File: src/rtl/etc_pkg.sv
// rtl/etc_pkg.sv - shared constants and state encoding for the ETC image store controller
package etc_pkg;

  localparam int IMG_W_DEF = 128;
  localparam int IMG_H_DEF = 128;
  localparam int ETC_BLK   = 4;
  localparam int ETC_PIX   = ETC_BLK * ETC_BLK;

  typedef enum logic [1:0] {
    ST_IDLE  = 2'd0,
    ST_WRITE = 2'd1,
    ST_DONE  = 2'd2
  } state_t;

  // Counter width for n states, never narrower than one bit.
  function automatic int cnt_w(input int n);
    return (n <= 1) ? 1 : $clog2(n);
  endfunction

endpackage

File: src/rtl/etc_store_ctrl_if.sv
// rtl/etc_store_ctrl_if.sv - decoded pixel stream in, image store write port out
interface etc_store_ctrl_if;

  logic        pix_valid;
  logic        pix_ready;
  logic [7:0]  pix_r;
  logic [7:0]  pix_g;
  logic [7:0]  pix_b;
  logic [7:0]  r;
  logic [7:0]  g;
  logic [7:0]  b;
  logic        rgb_rtr;
  logic [31:0] write_addr;

  modport master (
    output pix_valid, pix_r, pix_g, pix_b,
    input  pix_ready, r, g, b, rgb_rtr, write_addr
  );

  modport slave (
    input  pix_valid, pix_r, pix_g, pix_b,
    output pix_ready, r, g, b, rgb_rtr, write_addr
  );

endinterface

File: src/rtl/etc_addr_gen.sv
// rtl/etc_addr_gen.sv - maps (block x, block y, ETC pixel index) to a raster address
module etc_addr_gen
  import etc_pkg::*;
#(
  parameter int IMG_W = IMG_W_DEF,
  parameter int IMG_H = IMG_H_DEF,
  parameter int BXW   = cnt_w(IMG_W / ETC_BLK),
  parameter int BYW   = cnt_w(IMG_H / ETC_BLK)
) (
  input  logic [BXW-1:0] i_bx,
  input  logic [BYW-1:0] i_by,
  input  logic [3:0]     i_p,
  output logic [31:0]    o_addr
);

  logic [31:0] w_row;
  logic [31:0] w_col;

  // ETC pixel order is column-major inside the block: x = p[3:2], y = p[1:0].
  assign w_row  = 32'(i_by) * 32'(ETC_BLK) + 32'(i_p[1:0]);
  assign w_col  = 32'(i_bx) * 32'(ETC_BLK) + 32'(i_p[3:2]);
  assign o_addr = w_row * 32'(IMG_W) + w_col;

endmodule

File: src/rtl/etc_store_ctrl.sv
// rtl/etc_store_ctrl.sv - writes ETC-ordered decoded pixels into a raster image store
module etc_store_ctrl
  import etc_pkg::*;
#(
  parameter int IMG_W = IMG_W_DEF,
  parameter int IMG_H = IMG_H_DEF
) (
  input  logic            sclk,
  input  logic            rsrt,
  input  logic            frame_start,
  etc_store_ctrl_if.slave bus,
  output logic            image_finished,
  output logic            busy
);

  localparam int BXN = IMG_W / ETC_BLK;
  localparam int BYN = IMG_H / ETC_BLK;
  localparam int BXW = cnt_w(BXN);
  localparam int BYW = cnt_w(BYN);
  localparam logic [BXW-1:0] BX_LAST = BXW'(BXN - 1);
  localparam logic [BYW-1:0] BY_LAST = BYW'(BYN - 1);
  localparam logic [3:0]     P_LAST  = 4'(ETC_PIX - 1);

  state_t         r_state;
  state_t         w_state_nxt;
  logic [3:0]     r_p;
  logic [BXW-1:0] r_bx;
  logic [BYW-1:0] r_by;
  logic           r_pix_ready;
  logic           r_busy;
  logic           r_img_fin;
  logic           r_rgb_rtr;
  logic [7:0]     r_r;
  logic [7:0]     r_g;
  logic [7:0]     r_b;
  logic [31:0]    r_waddr;
  logic           w_accept;
  logic           w_last;
  logic [31:0]    w_addr;

  etc_addr_gen #(
    .IMG_W (IMG_W),
    .IMG_H (IMG_H),
    .BXW   (BXW),
    .BYW   (BYW)
  ) u_addr_gen (
    .i_bx   (r_bx),
    .i_by   (r_by),
    .i_p    (r_p),
    .o_addr (w_addr)
  );

  // A restart in the same cycle as a handshake drops that pixel.
  assign w_accept = bus.pix_valid && r_pix_ready && !frame_start;
  assign w_last   = (r_p == P_LAST) && (r_bx == BX_LAST) && (r_by == BY_LAST);

  always_comb begin
    w_state_nxt = r_state;
    if (frame_start) begin
      w_state_nxt = ST_WRITE;
    end else if ((r_state == ST_WRITE) && w_accept && w_last) begin
      w_state_nxt = ST_DONE;
    end
  end

  always_ff @(posedge sclk) begin
    if (!rsrt) begin
      r_state <= ST_IDLE;
    end else begin
      r_state <= w_state_nxt;
    end
  end

  always_ff @(posedge sclk) begin
    if (!rsrt) begin
      r_p  <= '0;
      r_bx <= '0;
      r_by <= '0;
    end else if (frame_start) begin
      r_p  <= '0;
      r_bx <= '0;
      r_by <= '0;
    end else if (w_accept) begin
      r_p <= r_p + 4'd1;
      if (r_p == P_LAST) begin
        if (r_bx == BX_LAST) begin
          r_bx <= '0;
          r_by <= (r_by == BY_LAST) ? '0 : r_by + BYW'(1);
        end else begin
          r_bx <= r_bx + BXW'(1);
        end
      end
    end
  end

  always_ff @(posedge sclk) begin
    if (!rsrt) begin
      r_pix_ready <= 1'b0;
      r_busy      <= 1'b0;
      r_img_fin   <= 1'b0;
      r_rgb_rtr   <= 1'b0;
      r_r         <= '0;
      r_g         <= '0;
      r_b         <= '0;
      r_waddr     <= '0;
    end else begin
      r_pix_ready <= (w_state_nxt == ST_WRITE);
      r_busy      <= (w_state_nxt == ST_WRITE);
      // DONE is entered with the final strobe, so this lags that strobe by one cycle.
      r_img_fin   <= (r_state == ST_DONE) && !frame_start;
      r_rgb_rtr   <= w_accept;
      if (w_accept) begin
        r_r     <= bus.pix_r;
        r_g     <= bus.pix_g;
        r_b     <= bus.pix_b;
        r_waddr <= w_addr;
      end
    end
  end

  assign bus.pix_ready  = r_pix_ready;
  assign bus.rgb_rtr    = r_rgb_rtr;
  assign bus.r          = r_r;
  assign bus.g          = r_g;
  assign bus.b          = r_b;
  assign bus.write_addr = r_waddr;
  assign busy           = r_busy;
  assign image_finished = r_img_fin;

endmodule

File: src/flat_wrapper.sv
// flat-port wrapper written by rule: the top's interface ports become plain ports
module etc_store_ctrl_flat import etc_pkg::*;
#(
  parameter int IMG_W = IMG_W_DEF,
  parameter int IMG_H = IMG_H_DEF
)
  (sclk, rsrt, frame_start, image_finished, busy, bus_pix_valid, bus_pix_r, bus_pix_g, bus_pix_b, bus_pix_ready, bus_r, bus_g, bus_b, bus_rgb_rtr, bus_write_addr);
  etc_store_ctrl_if bus_i ();
  input  logic sclk;
  input  logic rsrt;
  input  logic frame_start;
  output logic image_finished;
  output logic busy;
  input wire logic [$bits(bus_i.pix_valid)-1:0] bus_pix_valid;
  input wire logic [$bits(bus_i.pix_r)-1:0] bus_pix_r;
  input wire logic [$bits(bus_i.pix_g)-1:0] bus_pix_g;
  input wire logic [$bits(bus_i.pix_b)-1:0] bus_pix_b;
  output wire logic [$bits(bus_i.pix_ready)-1:0] bus_pix_ready;
  output wire logic [$bits(bus_i.r)-1:0] bus_r;
  output wire logic [$bits(bus_i.g)-1:0] bus_g;
  output wire logic [$bits(bus_i.b)-1:0] bus_b;
  output wire logic [$bits(bus_i.rgb_rtr)-1:0] bus_rgb_rtr;
  output wire logic [$bits(bus_i.write_addr)-1:0] bus_write_addr;
  assign bus_i.pix_valid = bus_pix_valid;
  assign bus_i.pix_r = bus_pix_r;
  assign bus_i.pix_g = bus_pix_g;
  assign bus_i.pix_b = bus_pix_b;
  assign bus_pix_ready = bus_i.pix_ready;
  assign bus_r = bus_i.r;
  assign bus_g = bus_i.g;
  assign bus_b = bus_i.b;
  assign bus_rgb_rtr = bus_i.rgb_rtr;
  assign bus_write_addr = bus_i.write_addr;
  etc_store_ctrl #(.IMG_W(IMG_W), .IMG_H(IMG_H)) u_core (.sclk(sclk), .rsrt(rsrt), .frame_start(frame_start), .bus(bus_i), .image_finished(image_finished), .busy(busy));
endmodule
File: config.mk
export PLATFORM = sky130hd
export DESIGN_NAME = etc_store_ctrl_flat
export DESIGN_NICKNAME = d
export VERILOG_FILES = /design/src/rtl/etc_pkg.sv /design/src/rtl/etc_store_ctrl_if.sv /design/src/rtl/etc_addr_gen.sv /design/src/rtl/etc_store_ctrl.sv /design/src/flat_wrapper.sv
export SDC_FILE = /design/constraint.sdc
export NUM_CORES = 1
export LEC_CHECK = 0
export ABC_AREA = 1
export CAP_MARGIN = 20
export CELL_PAD_IN_SITES_DETAIL_PLACEMENT = 1
export CELL_PAD_IN_SITES_GLOBAL_PLACEMENT = 2
export CORE_UTILIZATION = 26
export CTS_CLUSTER_SIZE = 28
export DETAILED_ROUTE_END_ITERATION = 8
export PLACE_DENSITY_LB_ADDON = 0.25
export SLEW_MARGIN = 10
export SYNTH_ARGS = -nofsm -noshare
export SYNTH_HDL_FRONTEND = slang
export SYNTH_SLANG_ARGS = --single-unit
File: constraint.sdc
create_clock -name sclk -period 4.3 [get_ports sclk]
set_input_delay 0.645 -clock sclk [delete_from_list [all_inputs] [get_ports sclk]]
set_output_delay 0.645 -clock sclk [all_outputs]
set_load 0.005 [all_outputs]
# --- Word level (Yosys, flattened, before mapping) ---
# Index checks and enable logic that the tools add are counted.
totals:
  ff_bits: 75
  input_bits: 28
  out_inout_bits: 60
  wordCells: 39
classes:
  n_addsub: 6
  eq_ne: 6
  n_mux: 4
  bitwise: 1
  n_reduce_logical: 11
ops:
  columns: ["op", "count"]
  rows:
  - ["$add A15 B8 Y16", 1]
  - ["$add A7 B2 Y8", 2]
  - ["$add A5 B1 Y5 const B", 2]
  - ["$eq A5 B5 Y1 const B", 2]
  - ["$mux W5", 2]
  - ["$logic_and A1 B1 Y1", 7]
  - ["$add A4 B1 Y4 const B", 1]
  - ["$eq A2 B1 Y1 const B", 2]
  - ["$eq A4 B4 Y1 const B", 1]
  - ["$mux W2", 2]
  - ["$reduce_and A3 Y1", 1]
  - ["$eq A2 B2 Y1 const B", 1]
  - ["$reduce_and A2 Y1", 1]
  - ["$reduce_or A2 Y1", 1]
  - ["$logic_not A1 Y1", 1]
  - ["$not A1 Y1", 1]

# --- Longest topological paths before layout ---
# Gate-level depths: netlist of the first run.
logic_depth:
  word_depth: 7
  mapped_depth: 12
  depth_no_buf: 12

# --- By module ---
# Synthesis of the first run repeated with hierarchy kept, for this count alone.
unflattened:
  hier_cells: 393
  hier_area_um2: 3072.9
modules_own_cells:
  columns: ["mod", "instances", "cells_each", "area_each_um2"]
  rows:
  - ["etc_store_ctrl", 1, 360, 2829.0]
  - ["etc_addr_gen", 1, 33, 244.0]

# --- Worst setup path after synthesis of the first run ---
# OpenSTA, ideal clock, no wires.
synth_timing:
  kind: "flip-flop to flip-flop"
  from: "register u_core.r_bx[0]"
  to: "register u_core.r_by[3]"
  t_arrival_ns: 1.277
  required_ns: 4.183
  path_slack_ns: 2.906
  path_stages_with_launch: 12
  synth_period_minus_slack_ns: 1.394
  path_cell_list: "dfxtp_1 -> ha_1 -> nand2_1 -> nor2_1 -> ha_1 -> inv_1 -> nor2_2 -> nand2_2 -> inv_2 -> nand3_1 -> nand2_1 -> nor2_1"
synth_between:
  elab_chain_cells: 2
synth_rtl:
  columns: ["item", "line", "text"]
  rows:
  - ["from (decl)", "etc_store_ctrl.sv:27", "logic [BXW-1:0] r_bx;"]
  - ["from (signal assigned)", "etc_store_ctrl.sv:90", "r_bx <= r_bx + BXW'(1);"]
  - ["$eq A5 B5 Y1", "etc_store_ctrl.sv:86", "if (r_bx == BX_LAST) begin"]
  - ["$reduce_and A3 Y1 (no line)", null, null]
  - ["to (signal assigned)", "etc_store_ctrl.sv:88", "r_by <= (r_by == BY_LAST) ? '0 : r_by + BYW'(1);"]
  - ["to (decl)", "etc_store_ctrl.sv:28", "logic [BYW-1:0] r_by;"]
# Every way passes these cells.
# A chain may end at the register's enable or synchronous reset.

# --- Worst setup path in the final report of the first run ---
layout_timing:
  from: "input frame_start"
  to: "register u_core.r_pix_ready, in the netlist u_core.bus.pix_ready"
layout_between:
  elab_chain_cells: 7
layout_rtl:
  columns: ["item", "line", "text"]
  rows:
  - ["from (decl)", "flat_wrapper.sv:11", "input logic frame_start;"]
  - ["$logic_not A1 Y1", "etc_store_ctrl.sv:54", "assign w_accept = bus.pix_valid && r_pix_ready && !frame_start;"]
  - ["$logic_and A1 B1 Y1", "etc_store_ctrl.sv:54", null]
  - ["$logic_and A1 B1 Y1 (2 in a row)", "etc_store_ctrl.sv:61", "end else if ((r_state == ST_WRITE) && w_accept && w_last) begin"]
  - ["$mux W2", "etc_store_ctrl.sv:61", null]
  - ["$mux W2 (*)", "etc_store_ctrl.sv:59", "if (frame_start) begin"]
  - ["$eq A2 B1 Y1 (*)", "etc_store_ctrl.sv:107", "r_pix_ready <= (w_state_nxt == ST_WRITE);"]
  - ["to (signal assigned)", "etc_store_ctrl.sv:107", null]
  - ["to (decl)", "etc_store_ctrl.sv:29", "logic r_pix_ready;"]
# Every way passes the cells marked *; elsewhere a longest branch is shown, timed or not.

==> flow_summary.html, run 1 <==
<table>
<tr><th>Metric</th><th>Value</th></tr>
<tr><th colspan="2">Status</th></tr>
<tr><td>Outcome</td><td>completed</td></tr>
<tr><th colspan="2">CTS</th></tr>
<tr><td>H-Tree Level Count</td><td>3</td></tr>
<tr><td>Number of buffers added by the clock tree synthesis step</td><td>9</td></tr>
<tr><td>Clock latency on the worst-skew pair</td><td>330 ps</td></tr>
<tr><td>Total number of clock tree sinks</td><td>57</td></tr>
<tr><td>Number of buffers on the longest clock path</td><td>2</td></tr>
<tr><td>Number of instances resized during post-cts repair</td><td>0</td></tr>
<tr><td>Clock tree root buffer cell</td><td>clkbuf_8</td></tr>
<tr><td>Count of buffers added by post-CTS timing repair for setup</td><td>0</td></tr>
<tr><td>Number of hold buffers added after cts</td><td>0</td></tr>
<tr><td>Clock slew seen by the registers of the worst setup and hold paths</td><td>~70 ps</td></tr>
<tr><td>TritonCTS clock tree</td><td>built</td></tr>
<tr><th colspan="2">Finish</th></tr>
<tr><td>Ratio of cells with drive above 1 in the final layout</td><td>0.06868</td></tr>
<tr><td>Number of nets at the end of the flow</td><td>392</td></tr>
<tr><td>Area growth from synthesis to layout</td><td>38.50%</td></tr>
<tr><td>N_diodes</td><td>0</td></tr>
<tr><td>Utilization after layout</td><td>0.3698</td></tr>
<tr><th colspan="2">STA</th></tr>
<tr><td>Total negative slack</td><td>0 ps</td></tr>
<tr><td>Relative max-transition margin</td><td>0.6625</td></tr>
<tr><td>Total count of hold-check failures in the final report</td><td>0</td></tr>
<tr><td>Count of final setup violators</td><td>0</td></tr>
<tr><td>Unrepaired setup endpoints after global routing</td><td>false</td></tr>
<tr><td>Maximum clock frequency</td><td>slightly above 400 MHz</td></tr>
<tr><td>Final-report max-slew violation count</td><td>0</td></tr>
<tr><td>Final critical path time including I/O delays and setup</td><td>about 2500 ps</td></tr>
<tr><td>Transition time at the pin with the least slew margin</td><td>between 500 and 600 ps</td></tr>
<tr><td>Part of the cycle the worst path needs</td><td>0.5734</td></tr>
<tr><td>Post-route clock skew</td><td>roughly 10 ps</td></tr>
<tr><th colspan="2">Logic synthesis</th></tr>
<tr><td>Yosys top cell area share</td><td>0.4924</td></tr>
<tr><td>Mean post-synth cell area</td><td>7.936 µm²</td></tr>
<tr><td>Largest area contributor in the synthesized netlist</td><td>dfxtp_1</td></tr>
<tr><td>Yosys synthesis warning count</td><td>0</td></tr>
<tr><td>Number of unique standard cell types used by synthesis</td><td>27</td></tr>
<tr><td>Synthesized area</td><td>about 0.0023 mm²</td></tr>
<tr><td>Register bit count reported by yosys</td><td>57</td></tr>
<tr><td>Cells after Synth</td><td>between 200 and 300</td></tr>
<tr><td>Top area cells in the synthesized netlist</td><td>dfxtp_1, nor2_1, o21ai_0</td></tr>
<tr><td>Post-synthesis sequential area ratio</td><td>0.4924</td></tr>
<tr><th colspan="2">Setup path</th></tr>
<tr><td>Destination of the critical timing path</td><td>u_core.bus.pix_ready</td></tr>
<tr><td>Largest fanout on the critical path</td><td>between 50 and 60</td></tr>
<tr><td>Endpoint arrival time on the critical path</td><td>2690 ps</td></tr>
<tr><td>Critical R2R Launch</td><td>u_core.bus.pix_ready</td></tr>
<tr><td>Setup crit start kind</td><td>primary input</td></tr>
<tr><td>R2r endpoint</td><td>u_core.bus.pix_ready</td></tr>
<tr><td>Start point of the critical path</td><td>frame_start</td></tr>
<tr><td>R2R depth</td><td>7</td></tr>
<tr><td>Setup CP Type</td><td>in -&gt; reg</td></tr>
<tr><td>Critical Path End Type</td><td>flip-flop</td></tr>
<tr><td>Worst Path Required</td><td>4530 ps</td></tr>
<tr><td>Register-to-register setup slack</td><td>around 2300 ps</td></tr>
<tr><th colspan="2">Floorplanning</th></tr>
<tr><td>Number of placement rows</td><td>34</td></tr>
<tr><td>Die boundary height</td><td>approximately 96 µm</td></tr>
<tr><td>DIE WIDTH</td><td>around 96 µm</td></tr>
<tr><td>IO Pins</td><td>between 80 and 90</td></tr>
<tr><td>Initial Util</td><td>0.2670</td></tr>
<tr><td>Die area</td><td>between 0.009 and 0.01 mm²</td></tr>
<tr><td>Core Region</td><td>0.008678 mm²</td></tr>
<tr><th colspan="2">Placed design</th></tr>
<tr><td>Post-DP HPWL</td><td>between 3000 and 4000 µm</td></tr>
<tr><td>Count of buffers from port buffering</td><td>69</td></tr>
<tr><td>Final Wtd Congestion</td><td>0.7126</td></tr>
<tr><th colspan="2">Global routing</th></tr>
<tr><td>GR Overflow Total</td><td>0</td></tr>
<tr><td>Pin count of the biggest net entering global routing</td><td>52</td></tr>
<tr><td>First-pass GRT wire length</td><td>between 9000 and 10000 µm</td></tr>
<tr><td>Total global routing track utilization</td><td>0.1301</td></tr>
<tr><td>Antenna violations before repair</td><td>0</td></tr>
<tr><td>Via count of the first global-routing pass</td><td>1975</td></tr>
<tr><th colspan="2">Hold path</th></tr>
<tr><td>Worst Hold Class</td><td>reg -&gt; reg</td></tr>
<tr><th colspan="2">Routing</th></tr>
<tr><td>Number of iterations in the first detailed-routing pass</td><td>4</td></tr>
<tr><td>Detailed-route DRC error count</td><td>0</td></tr>
<tr><td>Number of violations reported at the end of detailed-routing iteration 0</td><td>50</td></tr>
<tr><td>Total wire length after detailed routing</td><td>5734 µm</td></tr>
<tr><td>Via/cell ratio</td><td>~4.3</td></tr>
<tr><td>Routed WL per cell</td><td>roughly 12 µm</td></tr>
<tr><td>Vias after detailed routing</td><td>between 2000 and 2500</td></tr>
<tr><td>Count of antenna-violating nets left after detailed routing</td><td>0</td></tr>
<tr><th colspan="2">Power and ir drop</th></tr>
<tr><td>Leakage power figure</td><td>1.215 nW</td></tr>
<tr><td>Worst IR drop on VDD</td><td>0.1412 mV</td></tr>
<tr><td>PD cells</td><td>370.5 mW/mm²</td></tr>
<tr><th colspan="2">Job</th></tr>
<tr><td>Max cap viols</td><td>0</td></tr>
</table>
synthesized netlist by cell type, drive strengths merged:
library cell  count
conb              1
xor2              2
nor2             75
nand2            24
a211oi            1
nor3              4
o21ai            41
a21oi            17
dfxtp            57
nand3            11
clkbuf            4
buf              27
inv              22
a22oi             1
ha                5
area by class of cell:
class	instances	area, µm²
clock buffer	14	172.7
inverter	22	85.08
timing repair buffer	70	698.2
sequential	57	1141
fill	1075	5469
multi-input combinational	199	942.2
tap	108	135.1
clock inverter	2	35.03
kinds of logic (layout without fill, tap and decap cells):
family	count (synthesis)	count (layout)	synth area share
fa+ha+maj	5	5	0.02700
simple gates	114	114	0.2090
xor+xnor	2	2	0.007561
buf+inv	53	108	0.1285
other cells	1	18	0.001618
compound gates	60	60	0.1339
flops	57	57	0.4924
critical path: stages:
cell and delay, ps:
clkdlybuf4s50_1 500, inv_2 120, nand3_4 320, inv_4 540
nand3_1 250, nand2_1 120, nand2_1 60, nand2_1 80
nor2_1 50
sequential cells by signal, summed over array words and instances (netlist names):
name                   cells
u_core.bus.pix_ready       1
u_core.r_p                 4
u_core.bus.rgb_rtr         1
u_core.bus.g               8
u_core.bus.b               8
u_core.r_state             2
u_core.image_finished      1
u_core.bus.write_addr     14
u_core.r_bx                5
u_core.bus.r               8
u_core.r_by                5
metrics by stage:
step	setup WS, ps	hold slack [ps]	power (mW)	instance area, µm²	std cells
6_report	1834	480.1	1.189	3209	472
5_1_grt	1595	513.1	1.245	3209	472
4_1_cts	1782	487.4	1.210	3209	472
3_5_place_dp	1432	472.2	0.6798	3002	456
3_3_place_gp	1490	464.5	0.6791	3002	456
2_1_floorplan	2906	424.9	0.6245	2381	309
worst min-delay path by stage:
stage | cells past startpoint | end | start | slack (ps)
2_1_floorplan | 1 | u_core.image_finished | u_core.r_state[0] | 420
3_3_place_gp | 2 | u_core.bus.g[0] | u_core.bus.g[0] | 460
3_5_place_dp | 2 | u_core.bus.g[1] | u_core.bus.g[1] | 470
4_1_cts | 2 | u_core.bus.g[1] | u_core.bus.g[1] | 490
5_1_grt | 2 | u_core.bus.b[3] | u_core.bus.b[3] | 510
6_report | 2 | u_core.bus.g[1] | u_core.bus.g[1] | 480
where the power goes:
part / internal, mW / total, mW / switching [mW]
clock network: 0.315 / 0.523 / 0.208
registers: 0.545 / 0.555 / 0.00944
logic: 0.0631 / 0.112 / 0.0484
metal layers:
metal | track usage | wire [µm]
met1 | 0.1618 | 2794
met2 | 0.2092 | 2443
met3 | 0.04304 | 408
met4 | 0.04779 | 88
met5 | 0 | 0
placed cells by master (no fill, tap or decap), types with 2 or more instances in the layout:
cell type,netlist,final
clkbuf_8,0,12
nand3_1,9,9
inv_2,2,2
nand2_1,23,23
nor2_4,2,2
a21oi_1,17,17
clkbuf_1,3,2
nor2_1,72,72
clkdlybuf4s50_1,0,69
ha_1,5,5
xor2_1,2,2
conb_1,1,18
inv_1,19,19
o21ai_0,38,38
dfxtp_1,57,57
o21ai_1,3,3
nor3_1,4,4
Power figures use the tool's default switching activity.
==> run 2, diff against run 1 <==
--- a/config.mk
+++ b/config.mk
@@ -9,7 +9,7 @@
 export CAP_MARGIN = 20
 export CELL_PAD_IN_SITES_DETAIL_PLACEMENT = 1
 export CELL_PAD_IN_SITES_GLOBAL_PLACEMENT = 2
-export CORE_UTILIZATION = 26
+export CORE_UTILIZATION = 24
 export CTS_CLUSTER_SIZE = 28
 export DETAILED_ROUTE_END_ITERATION = 8
 export PLACE_DENSITY_LB_ADDON = 0.25
==> constraint.sdc (replaced) <==
create_clock -name sclk -period 2.5 [get_ports sclk]
set_input_delay 0.375 -clock sclk [delete_from_list [all_inputs] [get_ports sclk]]
set_output_delay 0.375 -clock sclk [all_outputs]
set_load 0.005 [all_outputs]
==> flow_summary.html, run 2 (synthesized netlist as in run 1, its figures left out) <==
<table>
<tr><th>Metric</th><th>Value</th></tr>
<tr><th colspan="2">Global routing</th></tr>
<tr><td>Via count of the first global-routing pass</td><td>2104 (+6.5%)</td></tr>
<tr><td>GR Overflow Total</td><td>0 (unchanged)</td></tr>
<tr><td>Pin count of the biggest net entering global routing</td><td>39 (-25%)</td></tr>
<tr><td>Total global routing track utilization</td><td>0.1310 (+0.0009462)</td></tr>
<tr><td>First-pass GRT wire length</td><td>10120 µm (+11%)</td></tr>
<tr><td>Antenna violations before repair</td><td>0 (unchanged)</td></tr>
<tr><th colspan="2">Setup path</th></tr>
<tr><td>Critical-path top delay cell</td><td>clkdlybuf4s50_1</td></tr>
<tr><td>Worst Path Required</td><td>2120 ps (-2410 ps)</td></tr>
<tr><td>Setup CP Type</td><td>reg -&gt; out</td></tr>
<tr><td>Largest fanout on the critical path</td><td>3 (-94%)</td></tr>
<tr><td>Largest stage delay on the critical path</td><td>540 ps (about the same)</td></tr>
<tr><td>Setup crit start kind</td><td>flip-flop</td></tr>
<tr><td>Critical path's top delay family</td><td>buffers and inverters</td></tr>
<tr><td>Buffering stage count on the worst path with inverters included</td><td>1 (-2)</td></tr>
<tr><td>Endpoint arrival time on the critical path</td><td>1300 ps (-1390 ps)</td></tr>
<tr><td>CP Cell Sequence</td><td>clkdlybuf4s50_1</td></tr>
<tr><td>Critical Path End Type</td><td>output pin</td></tr>
<tr><th colspan="2">Finish</th></tr>
<tr><td>Commonest cells after routing, fill and taps aside</td><td>nor2_1, clkdlybuf4s50_1, dfxtp_1</td></tr>
<tr><td>N_diodes</td><td>0 (unchanged)</td></tr>
<tr><td>Cell Count, Final, Fillers Out</td><td>494 (+4.7%)</td></tr>
<tr><td>Area growth from synthesis to layout</td><td>39.74%</td></tr>
<tr><td>Number of flip-flops under the largest register name</td><td>14 (unchanged)</td></tr>
<tr><td>Ratio of cells with drive above 1 in the final layout</td><td>0.07397 (+0.005291)</td></tr>
<tr><td>Most common cell after layout, fill and taps aside</td><td>nor2_1</td></tr>
<tr><td>Number of nets at the end of the flow</td><td>394 (+0.51%)</td></tr>
<tr><th colspan="2">Routing</th></tr>
<tr><td>Count of antenna-violating nets left after detailed routing</td><td>0 (unchanged)</td></tr>
<tr><td>Number of violations reported at the end of detailed-routing iteration 0</td><td>32 (-36%)</td></tr>
<tr><td>Routed WL per cell</td><td>12.29 µm (+1.2%)</td></tr>
<tr><td>Total wire length after detailed routing</td><td>6072 µm (+5.9%)</td></tr>
<tr><td>Number of iterations in the first detailed-routing pass</td><td>4 (unchanged)</td></tr>
<tr><td>Detailed-route DRC error count</td><td>0 (unchanged)</td></tr>
<tr><td>Via/cell ratio</td><td>4.144 (-3.3%)</td></tr>
<tr><td>Vias after detailed routing</td><td>2047 (+1.2%)</td></tr>
<tr><th colspan="2">CTS</th></tr>
<tr><td>Clock tree root buffer cell</td><td>clkbuf_8</td></tr>
<tr><td>H-Tree Level Count</td><td>3 (unchanged)</td></tr>
<tr><td>Count of buffers added by post-CTS timing repair for setup</td><td>0 (unchanged)</td></tr>
<tr><td>Number of buffers on the longest clock path</td><td>2 (unchanged)</td></tr>
<tr><td>TritonCTS clock tree</td><td>built</td></tr>
<tr><td>Number of hold buffers added after cts</td><td>0 (unchanged)</td></tr>
<tr><td>Clock slew seen by the registers of the worst setup and hold paths</td><td>70 ps (about the same)</td></tr>
<tr><td>Number of instances resized during post-cts repair</td><td>0 (unchanged)</td></tr>
<tr><td>Total number of clock tree sinks</td><td>57 (unchanged)</td></tr>
<tr><td>Clock latency on the worst-skew pair</td><td>340 ps (about the same)</td></tr>
<tr><td>Number of buffers added by the clock tree synthesis step</td><td>9 (unchanged)</td></tr>
<tr><th colspan="2">STA</th></tr>
<tr><td>Count of final setup violators</td><td>0 (unchanged)</td></tr>
<tr><td>Final-report max-slew violation count</td><td>0 (unchanged)</td></tr>
<tr><td>Part of the cycle the worst path needs</td><td>0.6690</td></tr>
<tr><td>Crit path setup slack, layout</td><td>827.6 ps (-1007 ps)</td></tr>
<tr><td>Unrepaired setup endpoints after global routing</td><td>false</td></tr>
<tr><td>Post-route clock skew</td><td>9.513 ps (-0.5628 ps)</td></tr>
<tr><td>Final critical path time including I/O delays and setup</td><td>between 1500 and 2000 ps</td></tr>
<tr><td>Maximum clock frequency</td><td>between 500 and 600 MHz</td></tr>
<tr><td>Total count of hold-check failures in the final report</td><td>0 (unchanged)</td></tr>
<tr><td>Total negative slack</td><td>0 ps (unchanged)</td></tr>
<tr><th colspan="2">Floorplanning</th></tr>
<tr><td>DIE WIDTH</td><td>100.3 µm (+4.0%)</td></tr>
<tr><td>IO Pins</td><td>88 (unchanged)</td></tr>
<tr><td>Number of placement rows</td><td>35 (+2.9%)</td></tr>
<tr><td>Die area</td><td>0.01005 mm² (+8.2%)</td></tr>
<tr><td>Die boundary height</td><td>100.3 µm (+4.0%)</td></tr>
<tr><td>Core Region</td><td>0.009284 mm² (+7.0%)</td></tr>
<tr><td>Initial Util</td><td>0.2496 (-0.01742)</td></tr>
<tr><th colspan="2">Power and ir drop</th></tr>
<tr><td>PD cells</td><td>623.2 mW/mm² (+68%)</td></tr>
<tr><td>Worst IR drop on VDD</td><td>0.2132 mV (+51%)</td></tr>
<tr><td>Leakage power figure</td><td>1.220 nW (+0.42%)</td></tr>
<tr><th colspan="2">Placed design</th></tr>
<tr><td>Placed instance count</td><td>479 (+5.0%)</td></tr>
<tr><td>Final Wtd Congestion</td><td>0.6830 (-4.2%)</td></tr>
<tr><td>Post-Place Setup Slack</td><td>495.6 ps (-936.5 ps)</td></tr>
<tr><td>Count of buffers from port buffering</td><td>69 (unchanged)</td></tr>
<tr><td>Post-DP HPWL</td><td>4190 µm (+7.9%)</td></tr>
<tr><th colspan="2">Hold path</th></tr>
<tr><td>Worst Hold Class</td><td>reg -&gt; reg</td></tr>
<tr><th colspan="2">Job</th></tr>
<tr><td>Max cap viols</td><td>0 (unchanged)</td></tr>
<tr><th colspan="2">Status</th></tr>
<tr><td>Outcome</td><td>completed</td></tr>
</table>
## run 2: area by class of cell
cell class	count	area, µm²
Fill cell	1137	6046
Timing Repair Buffer	72	713.2
Multi-Input combinational cell	199	942.2
Sequential cell	57	1141
Tap cell	129	161.4
Inverter	22	85.08
Clock buffer	12	155.1
Clock inverter	3	40.04
## run 2: routing by layer
layer,vias up,track usage,wire length (µm)
li1,1034,-,-
met1,939,0.1632,3001
met2,66,0.2060,2597
met3,8,0.04805,394
met4,0,0.05017,79
met5,-,0,0
## run 2: report_power, final
part | total, mW | internal, mW | switching [mW] | leakage (nW)
sequential | 0.954 | 0.938 | 0.0159 | 0.463
combinational | 0.195 | 0.110 | 0.0849 | 0.654
clock | 0.869 | 0.506 | 0.363 | 0.102
total | 2.02 | 1.55 | 0.464 | 1.22
## run 2: path summary, 6_finish.rpt
path,from,end,slack [ps],cells after the start
max,u_core.bus.pix_ready,busy,830,1
min,u_core.bus.r[3],u_core.bus.r[3],480,2
max reg2reg,u_core.r_bx[1],u_core.r_by[3],860,11
min reg2reg,u_core.bus.r[3],u_core.bus.r[3],480,2
## run 2: through the flow
stage / util / hold WS, ps / area (µm²) / power [mW]
3_3_place_gp: 0.3278 / 463.4 / 3043 / 1.170
3_5_place_dp: 0.3278 / 473.0 / 3043 / 1.172
6_report: 0.3488 / 480.4 / 3238 / 2.018
5_1_grt: 0.3488 / 508.6 / 3238 / 2.132
2_1_floorplan: - / 424.9 / 2381 / 1.074
4_1_cts: 0.3488 / 487.1 / 3238 / 2.063
==> run 3, diff against run 2 <==
--- a/config.mk
+++ b/config.mk
@@ -9,7 +9,7 @@
 export CAP_MARGIN = 20
 export CELL_PAD_IN_SITES_DETAIL_PLACEMENT = 1
 export CELL_PAD_IN_SITES_GLOBAL_PLACEMENT = 2
-export CORE_UTILIZATION = 24
+export CORE_UTILIZATION = 21
 export CTS_CLUSTER_SIZE = 28
 export DETAILED_ROUTE_END_ITERATION = 8
 export PLACE_DENSITY_LB_ADDON = 0.25
==> constraint.sdc (replaced) <==
create_clock -name sclk -period 1.4 [get_ports sclk]
set_input_delay 0.21 -clock sclk [delete_from_list [all_inputs] [get_ports sclk]]
set_output_delay 0.21 -clock sclk [all_outputs]
set_load 0.005 [all_outputs]
==> flow_summary.html, run 3 (synthesized netlist as in run 1, its figures left out) <==
<table>
<tr><th>Metric</th><th>Value</th></tr>
<tr><th colspan="2">Setup path</th></tr>
<tr><td>Setup crit start kind</td><td>flip-flop</td></tr>
<tr><td>Endpoint arrival time on the critical path</td><td>1670 ps (+370 ps)</td></tr>
<tr><td>R2R depth</td><td>9 (-2)</td></tr>
<tr><td>Worst Path Required</td><td>1620 ps (-500 ps)</td></tr>
<tr><td>Critical Path End Type</td><td>flip-flop</td></tr>
<tr><td>Largest fanout on the critical path</td><td>7 (+4)</td></tr>
<tr><td>Setup CP Type</td><td>reg -&gt; reg</td></tr>
<tr><th colspan="2">Job</th></tr>
<tr><td>Max cap viols</td><td>0 (unchanged)</td></tr>
<tr><th colspan="2">CTS</th></tr>
<tr><td>Number of buffers on the longest clock path</td><td>2 (unchanged)</td></tr>
<tr><td>Clock slew seen by the registers of the worst setup and hold paths</td><td>70 ps (about the same)</td></tr>
<tr><td>TritonCTS clock tree</td><td>built</td></tr>
<tr><td>Clock tree root buffer cell</td><td>clkbuf_8</td></tr>
<tr><td>Clock latency on the worst-skew pair</td><td>340 ps (about the same)</td></tr>
<tr><td>H-Tree Level Count</td><td>3 (unchanged)</td></tr>
<tr><td>Number of buffers added by the clock tree synthesis step</td><td>9 (unchanged)</td></tr>
<tr><td>Total number of clock tree sinks</td><td>57 (unchanged)</td></tr>
<tr><th colspan="2">Hold path</th></tr>
<tr><td>Worst Hold Class</td><td>in -&gt; reg</td></tr>
<tr><td>Worst Hold Path Cells</td><td>3 (+1)</td></tr>
<tr><th colspan="2">Finish</th></tr>
<tr><td>Number of flip-flops under the largest register name</td><td>14 (unchanged)</td></tr>
<tr><td>Ratio of cells with drive above 1 in the final layout</td><td>0.2562 (+0.1822)</td></tr>
<tr><td>Commonest cells after routing, fill and taps aside</td><td>nor2_1, dfxtp_1, o21ai_0, buf_4, dlygate4sd2_1</td></tr>
<tr><td>Post-route cell area</td><td>0.003685 mm² (+14%)</td></tr>
<tr><td>Total of fill cells in the finished design</td><td>1265 (+11%)</td></tr>
<tr><td>Utilization after layout</td><td>0.3506 (+0.001850)</td></tr>
<tr><td>Most common cell after layout, fill and taps aside</td><td>nor2_1</td></tr>
<tr><td>Number of nets at the end of the flow</td><td>431 (+9.4%)</td></tr>
<tr><td>N_diodes</td><td>0 (unchanged)</td></tr>
<tr><td>Area growth from synthesis to layout</td><td>59.02%</td></tr>
<tr><th colspan="2">Status</th></tr>
<tr><td>Violations in the final reports</td><td>setup timing</td></tr>
<tr><td>Outcome</td><td>complete, but fails checks</td></tr>
<tr><th colspan="2">Power and ir drop</th></tr>
<tr><td>Fraction of power consumed by sequential logic</td><td>0.472 (about the same)</td></tr>
<tr><td>Internal power</td><td>2.731 mW (+76%)</td></tr>
<tr><td>Switch Pwr</td><td>868.5 µW (+87%)</td></tr>
<tr><td>Leakage power figure</td><td>1.770 nW (+45%)</td></tr>
<tr><td>PD cells</td><td>976.9 mW/mm² (+57%)</td></tr>
<tr><td>Fraction of power spent switching nets</td><td>0.2413 (+0.01135)</td></tr>
<tr><td>Worst IR drop on VDD</td><td>0.4125 mV (+93%)</td></tr>
<tr><td>Clock power share</td><td>0.426 (-0.005)</td></tr>
<tr><td>Final Total Pwr</td><td>3.600 mW (+78%)</td></tr>
<tr><td>Combinational power share</td><td>0.102 (+0.005)</td></tr>
<tr><th colspan="2">Routing</th></tr>
<tr><td>Number of violations reported at the end of detailed-routing iteration 0</td><td>68 (+110%)</td></tr>
<tr><td>Via/cell ratio</td><td>4.089 (-1.3%)</td></tr>
<tr><td>Routed WL per cell</td><td>12.75 µm (+3.7%)</td></tr>
<tr><td>Detailed-route DRC error count</td><td>0 (unchanged)</td></tr>
<tr><td>Number of iterations in the first detailed-routing pass</td><td>4 (unchanged)</td></tr>
<tr><td>Count of antenna-violating nets left after detailed routing</td><td>0 (unchanged)</td></tr>
<tr><td>Total wire length after detailed routing</td><td>6859 µm (+13%)</td></tr>
<tr><td>Vias after detailed routing</td><td>2200 (+7.5%)</td></tr>
<tr><th colspan="2">STA</th></tr>
<tr><td>Unrepaired setup endpoints after global routing</td><td>true</td></tr>
<tr><td>Post-route clock skew</td><td>10.62 ps (+1.107 ps)</td></tr>
<tr><td>Count of final setup violators</td><td>4 (+4)</td></tr>
<tr><td>Worst hold slack</td><td>471.5 ps (-8.872 ps)</td></tr>
<tr><td>Total count of hold-check failures in the final report</td><td>0 (unchanged)</td></tr>
<tr><td>Total negative slack</td><td>-112.3 ps (-112.3 ps)</td></tr>
<tr><td>Final critical path time including I/O delays and setup</td><td>roughly 1400 ps</td></tr>
<tr><td>Part of the cycle the worst path needs</td><td>1.035</td></tr>
<tr><td>Maximum clock frequency</td><td>a little under 700 MHz</td></tr>
<tr><td>Crit path setup slack, layout</td><td>-49.02 ps (-876.6 ps)</td></tr>
<tr><td>Final-report max-slew violation count</td><td>0 (unchanged)</td></tr>
<tr><th colspan="2">Floorplanning</th></tr>
<tr><td>Die boundary height</td><td>107.0 µm (+6.8%)</td></tr>
<tr><td>Core Region</td><td>0.01051 mm² (+13%)</td></tr>
<tr><td>IO Pins</td><td>88 (unchanged)</td></tr>
<tr><td>Number of placement rows</td><td>37 (+5.7%)</td></tr>
<tr><td>Initial Util</td><td>0.2205 (-0.02909)</td></tr>
<tr><td>Die area</td><td>0.01146 mm² (+14%)</td></tr>
<tr><td>DIE WIDTH</td><td>107.0 µm (+6.8%)</td></tr>
<tr><th colspan="2">Placed design</th></tr>
<tr><td>Post-DP HPWL</td><td>4893 µm (+17%)</td></tr>
<tr><td>Final Wtd Congestion</td><td>0.7331 (+7.3%)</td></tr>
<tr><td>Count of buffers from port buffering</td><td>69 (unchanged)</td></tr>
<tr><td>Post-place instance area</td><td>0.003294 mm² (+8.3%)</td></tr>
<tr><th colspan="2">Global routing</th></tr>
<tr><td>Pin count of the biggest net entering global routing</td><td>21 (-46%)</td></tr>
<tr><td>GR Overflow Total</td><td>0 (unchanged)</td></tr>
<tr><td>Total global routing track utilization</td><td>0.1262 (-0.004817)</td></tr>
<tr><td>First-pass GRT wire length</td><td>11010 µm (+8.8%)</td></tr>
<tr><td>Antenna violations before repair</td><td>0 (unchanged)</td></tr>
<tr><td>Via count of the first global-routing pass</td><td>2182 (+3.7%)</td></tr>
</table>
## run 3: changes by cell type in the layout (fill, tap and decap cells not counted), sizes merged
cell           delta
dlygate4sd2      +29
clkdlybuf4s50    -41
clkbuf            -2
clkinv            +1
buf              +37
dlymetal6s2s     +12
clkinvlp          +1
## run 3: worst max-delay path, stage by stage (launching register included)
cell and delay (ps):
dfxtp_2 350, ha_4 140, nand2_2 40, nor2_2 70
ha_2 170, inv_2 50, nor2_4 140, nand2_4 100
o21ai_0 190, nor2_1 70
## run 3: repair_timing
action                                  4_1_cts  5_1_grt
setup buffers                                 6        2
gates resized for setup                      63       27
hold buffers                                  0        0
endpoints found under the setup margin       43       23
pin swaps                                    14       11
## run 3: worst paths after layout
check	startpoint	slack [ps]	to
setup reg to reg	u_core.r_bx[0]	-50	u_core.r_by[3]
hold / removal	bus_pix_r[6]	470	u_core.bus.r[6]
hold reg to reg	u_core.bus.b[2]	470	u_core.bus.b[2]
setup / recovery	u_core.r_bx[0]	-50	u_core.r_by[3]
## run 3: power by group through the flow
stage	clock, mW	combinational, mW	sequential [mW]
6_report	1.53	0.366	1.70
5_1_grt	1.68	0.408	1.71
4_1_cts	1.61	0.372	1.70
3_5_place_dp	0	0.387	1.74
3_3_place_gp	0	0.386	1.74
2_1_floorplan	0	0.176	1.74
## run 3: per-stage QoR
stage / worst slack [ps] / std cells
global route: -139.7 / 538
global placement: -130.2 / 515
detailed placement: -143.0 / 515
finish: -49.02 / 538
floorplan: 5.784 / 309
CTS: -64.85 / 536
## run 3: layer usage
metal  global-route usage  share of wire  routed length, µm  up-vias
li1                     -              -                  -     1105
met1               0.1545           0.46               3123     1024
met2               0.2065           0.48               3275       63
met3              0.04498          0.057                393        8
met4              0.03816         0.0095                 65        0
met5                    0              0                  0        -
## run 3: layout make-up
type                    count  area, µm²  share of cell area
inverters                  22      87.58             0.02377
multi-input cells         199       1045              0.2835
well taps                 136      170.2             0.04618
repair buffers            109       1022              0.2774
clock buffers              10      137.6             0.03735
clock inverters             5      56.30             0.01528
flip-flops and latches     57       1166              0.3165
